`src/rtl/fifo_fir_pkg.sv`:
```
// Shared definitions for the FIFO-fed FIR multiply-accumulate filter:
// controller state encoding and accumulator sizing.
package fifo_fir_pkg;

    typedef enum logic [1:0] {
        IDLE = 2'd0,
        MAC  = 2'd1,
        OUT  = 2'd2
    } state_t;

    // Full-precision sum of `taps` products of width x coef_width bits.
    function automatic int acc_width(input int width, input int coef_width, input int taps);
        return width + coef_width + $clog2(taps);
    endfunction

endpackage

```
`src/rtl/fir_mac_unit.sv`:
```
// Signed multiply-accumulate slice: acc <= 0 on clear, acc += x*c on enable.
module fir_mac_unit #(
    parameter int WIDTH      = 32,
    parameter int COEF_WIDTH = 16,
    parameter int ACC_WIDTH  = 50
) (
    input  logic                         clk,
    input  logic                         clear,
    input  logic                         enable,
    input  logic signed [WIDTH-1:0]      x,
    input  logic signed [COEF_WIDTH-1:0] c,
    output logic signed [ACC_WIDTH-1:0]  acc
);

    logic signed [WIDTH+COEF_WIDTH-1:0] prod;
    logic signed [ACC_WIDTH-1:0]        prod_ext;

    // Both operands are signed, so the product is a full-width two's complement result.
    assign prod     = x * c;
    assign prod_ext = ACC_WIDTH'(prod);

    // NOTE: sequential state is written with non-blocking assignments so every
    // flop samples the pre-edge values of its neighbours.
    always_ff @(posedge clk) begin
        if (clear) begin
            acc <= '0;
        end else if (enable) begin
            acc <= acc + prod_ext;
        end
    end

endmodule

```
`src/rtl/fifo_fir_mac.sv`:
```
// FIR filter pulling samples from a first-word-fall-through FIFO; one
// sample is popped, TAPS products are accumulated serially, then the result is held.
module fifo_fir_mac
    import fifo_fir_pkg::*;
#(
    parameter  int WIDTH      = 32,
    parameter  int TAPS       = 4,
    parameter  int COEF_WIDTH = 16,
    localparam int ACC_WIDTH  = acc_width(WIDTH, COEF_WIDTH, TAPS)
) (
    input  logic                         clk,
    input  logic                         reset,
    input  logic                         fifo_empty,
    input  logic [WIDTH-1:0]             data_in,
    output logic                         r_ready,
    input  logic [TAPS*COEF_WIDTH-1:0]   coef,
    output logic signed [ACC_WIDTH-1:0]  y_data,
    output logic                         y_valid,
    input  logic                         y_ready
);

    localparam int IDX_W = (TAPS > 1) ? $clog2(TAPS) : 1;
    localparam logic [IDX_W-1:0] LAST_TAP = IDX_W'(TAPS - 1);

    state_t state, state_n;

    logic signed [WIDTH-1:0]      x_q [TAPS];
    logic [IDX_W-1:0]             tap_idx;
    logic                         pop;
    logic                         mac_en;
    logic                         mac_clear;
    logic signed [WIDTH-1:0]      x_sel;
    logic signed [COEF_WIDTH-1:0] c_sel;
    logic signed [ACC_WIDTH-1:0]  acc;

    always_ff @(posedge clk) begin
        if (reset) begin
            state <= IDLE;
        end else begin
            state <= state_n;
        end
    end

    // NOTE: every output of this block gets a default first so no path
    // through the case statement leaves a latch behind.
    always_comb begin
        state_n = state;
        r_ready = 1'b0;
        mac_en  = 1'b0;
        case (state)
            IDLE: begin
                r_ready = !reset;
                if (!fifo_empty && !reset) begin
                    state_n = MAC;
                end
            end
            MAC: begin
                mac_en = 1'b1;
                if (tap_idx == LAST_TAP) begin
                    state_n = OUT;
                end
            end
            OUT: begin
                if (y_ready) begin
                    state_n = IDLE;
                end
            end
            default: state_n = IDLE;
        endcase
    end

    assign pop       = r_ready && !fifo_empty;
    assign mac_clear = reset || pop;

    // NOTE: the delay line is a small register array, not a RAM, so it is
    // cleared on reset; the first result after reset then sees zero history.
    always_ff @(posedge clk) begin
        if (reset) begin
            for (int k = 0; k < TAPS; k++) begin
                x_q[k] <= '0;
            end
            tap_idx <= '0;
        end else if (pop) begin
            for (int k = 1; k < TAPS; k++) begin
                x_q[k] <= x_q[k-1];
            end
            x_q[0]  <= data_in;
            tap_idx <= '0;
        end else if (mac_en) begin
            tap_idx <= (tap_idx == LAST_TAP) ? '0 : tap_idx + 1'b1;
        end
    end

    // Coefficients are read live, so a mid-run change only affects taps not yet summed.
    always_comb begin
        x_sel = x_q[tap_idx];
        c_sel = coef[int'(tap_idx)*COEF_WIDTH +: COEF_WIDTH];
    end

    fir_mac_unit #(
        .WIDTH      (WIDTH),
        .COEF_WIDTH (COEF_WIDTH),
        .ACC_WIDTH  (ACC_WIDTH)
    ) u_mac (
        .clk    (clk),
        .clear  (mac_clear),
        .enable (mac_en),
        .x      (x_sel),
        .c      (c_sel),
        .acc    (acc)
    );

    // The accumulator is frozen outside MAC, so it doubles as the held result.
    assign y_valid = (state == OUT);
    assign y_data  = acc;

endmodule
```
`config.mk`:
```
export PLATFORM = sky130hd
export DESIGN_NAME = fifo_fir_mac
export DESIGN_NICKNAME = d
export VERILOG_FILES = /design/src/rtl/fifo_fir_pkg.sv /design/src/rtl/fir_mac_unit.sv /design/src/rtl/fifo_fir_mac.sv
export SDC_FILE = /design/constraint.sdc
export NUM_CORES = 2
export LEC_CHECK = 0
export BUFFER_PORTS_ARGS = -buffer_cell sky130_fd_sc_hd__clkbuf_2
export CELL_PAD_IN_SITES_DETAIL_PLACEMENT = 1
export CELL_PAD_IN_SITES_GLOBAL_PLACEMENT = 1
export CORE_MARGIN = 2
export CORE_UTILIZATION = 35
export CTS_CLUSTER_DIAMETER = 150
export DETAILED_ROUTE_END_ITERATION = 10
export GPL_ROUTABILITY_DRIVEN = 0
export PLACE_DENSITY = 0.62
export SETUP_SLACK_MARGIN = 0.05
export SLEW_MARGIN = 5
export SYNTH_ARGS = -nofsm -noshare
export SYNTH_HDL_FRONTEND = slang
export SYNTH_SLANG_ARGS = --single-unit
```
`constraint.sdc`:
```
create_clock -name clk -period 7.5 [get_ports clk]
set_input_delay 1.5 -clock clk [delete_from_list [all_inputs] [get_ports clk]]
set_output_delay 1.5 -clock clk [all_outputs]
set_load 0.05 [all_outputs]
```
==> run metrics <==
status=complete, but fails checks; failing checks=negative setup slack; number of synthesized flops with an enable pin=128; row cnt=102; drt total wl=89.3 mm; register area share after synthesis=0.180; Worst Hold Class=reg2reg; CTS root buf=clkbuf_16; Max Fanout on Critical Path=8; mux cell area share after synthesis=0.0410; first-pass GRT wire length=139 mm; Inserted Diodes=0; hold-fix buffers at CTS=0; maximum number of pins on one net before global-route repair=129; DRT iter0 DRCs=1167; iteration count of the initial detailed-routing pass=5; final hold violations=0; worst skew pair latency=0.46 ns; Final Worst Setup Slack=-0.0483 ns; PortBufs=151; Worst Skew=0.0158 ns; Clock Path Buffers=2; multi-input logic area=0.0206 sq mm; FMAX=132 MHz; Crit-path slowest cell=fa_2; die area=0.0810 sq mm; crit start category=input port; synthesis-stage register bit count=184; Synth Flop Type=edfxtp_1; Post-Synth Adder-Cell Area=0.457; Synth Area in Simple Gates=0.154; fin crit share=1.01; initial antenna violation count=2; Syn Nets=3589; H-tree levels=4; drt wl/cell=21.3 microns; core footprint=0.0777 sq mm; commonest non-fill, non-tap cell in the layout=inv_1; largest family of logic cells by synthesized area=adder cells; number of global-route vias before repair=23250; total track usage=0.225; Layout Cells excl Fill=4197; Slew @ Worst Pin=1.14 ns; Final Setup Violations=1; TritonCTS buffer count=17; hold_ws=0.481 ns; post-synthesis async set-or-reset flop share=0; hold path startpoint=u_mac.acc[0]$_SDFFE_PP0N_; crit-path cells=clkbuf_2 > mux4_2 > buf_12 > clkbuf_16 > nand2_4 > fa_1 > fa_2 > fa_2 > inv_2 > fa_2 > fa_1 > fa_1 > ha_4 > nand3_1 > nor3_2 > a21oi_2 > o211ai_1 > o41ai_4 > buf_4 > o31ai_4 > a21boi_2 > or4_1 > nand3_1; Die Wd=285 microns; slew margin rel.=0.236; # DRC=0; layout net count=3924; synthesized instance count=2809; Layout Utilization=0.425; R2R Path End=u_mac.acc[44]$_SDFFE_PP0N_; Avg Vias per Cell=4.92; total global routing overflow=0; Slew Limit Fails=0; area grow syn2layout=19.9%; layout cell share with drive strength beyond 1=0.224; initial core utilization=0.355; routed vias=20649; Placed Instances=4142; max_cap viols=0; CP endpoint kind=flop; cell area after synthesis=0.0276 sq mm; Req. time, crit path=7.90 ns; Worst-path clk slew=0.09 ns; xor-xnor portion of the synthesized cell area=0.0130; post-route minimum period=7.55 ns; fillers=8773; DP HPWL=73.9 mm; Setup TNS=-0.0483 ns; hold endpoint=u_mac.acc[0]$_SDFFE_PP0N_; total I/O pin count=152; TritonCTS clock tree=done; clock sink count=184; WHS Path Cells=2; register area=0.00497 sq mm; flop2flop setup slack=0.18 ns; Synth Area in Compound Gates=0.0559; Avg Inst Size Synth=9.81 sq um; most frequent cells in the layout=inv_1, fa_1, nand2_1, buf_4, and2_1; Yosys warnings=0; crit path DAT=7.95 ns; RSZ-0062 raised after global routing=yes; ANT nets after route=0; Worst path max stage delay=0.60 ns; kind of critical path=in2reg; Die Ht=285 microns; Yosys cell types=68; worst reg-to-reg path cell count=23
==> repair_timing <==
item,CTS,global route
pin swaps,13,71
gates cloned,0,7
endpoints found under the setup margin,21,26
buffers inserted,5,11
gates resized for setup,24,152
==> through the flow <==
stage | setup WS [ns] | instance area [sq um]
2_1_floorplan | 0.0268 | 27600
3_3_place_gp | -0.513 | 31400
3_5_place_dp | -0.661 | 31400
4_1_cts | 0.0501 | 32200
5_1_grt | -0.243 | 33000
6_report | -0.0483 | 33000
==> cells by family after synthesis <==
family | Yosys count
AND/OR/NAND/NOR | 890
buffers and inverters | 708
adder cells (fa/ha/maj) | 680
AO/OA/AOI/OAI | 234
flip-flops | 184
multiplexers | 72
XOR/XNOR | 41
==> synth_stat cells (31+ instances only) <==
cell type	n	area [sq um]
nand2_1	372	1400
a21oi_1	84	420
dfxtp_1	56	1120
nor2b_1	62	388
inv_1	570	2140
nor2_1	144	541
o21ai_0	34	170
ha_1	135	1690
mux4_2	31	698
clkbuf_1	94	353
fa_1	545	10900
and2_1	206	1290
edfxtp_1	128	3840
==> registers in the layout (all words and copies together), names as in the netlist, named ones only <==
signal	flops
x_q	128
u_mac.acc	50
state	2
tap_idx	2
==> worst max path at each step <==
stage | from | end | slack (ns) | depth (start not counted)
after CTS | coef[43] | u_mac.acc[44]$_SDFFE_PP0N_ | 0.05 | 23
after global placement | coef[53] | u_mac.acc[39]$_SDFFE_PP0N_ | -0.51 | 28
final | coef[50] | u_mac.acc[44]$_SDFFE_PP0N_ | -0.05 | 23
after detailed placement | coef[53] | u_mac.acc[39]$_SDFFE_PP0N_ | -0.66 | 28
after global routing | coef[50] | u_mac.acc[44]$_SDFFE_PP0N_ | -0.24 | 23
after floorplan | coef[53] | u_mac.acc[49]$_SDFFE_PP0N_ | 0.03 | 26
==> per-layer routing <==
layer	vias up	global-route usage	routed length (microns)
met5	-	0	0
met4	0	0.0487	1920
met3	82	0.0396	5460
met2	509	0.351	40700
met1	10815	0.326	41100
li1	9243	-	-
==> worst max-delay path: cells and delay by family <==
family	cells	cell delay (ns)
adder cells (fa/ha/maj)	7	3.44
multiplexers	1	0.59
buffers and inverters	5	0.64
AND/OR/NAND/NOR	5	0.87
AO/OA/AOI/OAI	5	0.87
==> cell type report <==
class                      count  share of cell area
clock inverter                14             0.00523
multi-input combinational   1918               0.625
clock buffer                  18              0.0133
timing repair buffer         452               0.102
sequential                   184               0.150
tap                         1040              0.0394
inverter                     571              0.0650
Power is left out: the tool's default activity adds up to more than one toggle a clock period on the data nets, which glitch-free logic cannot reach.
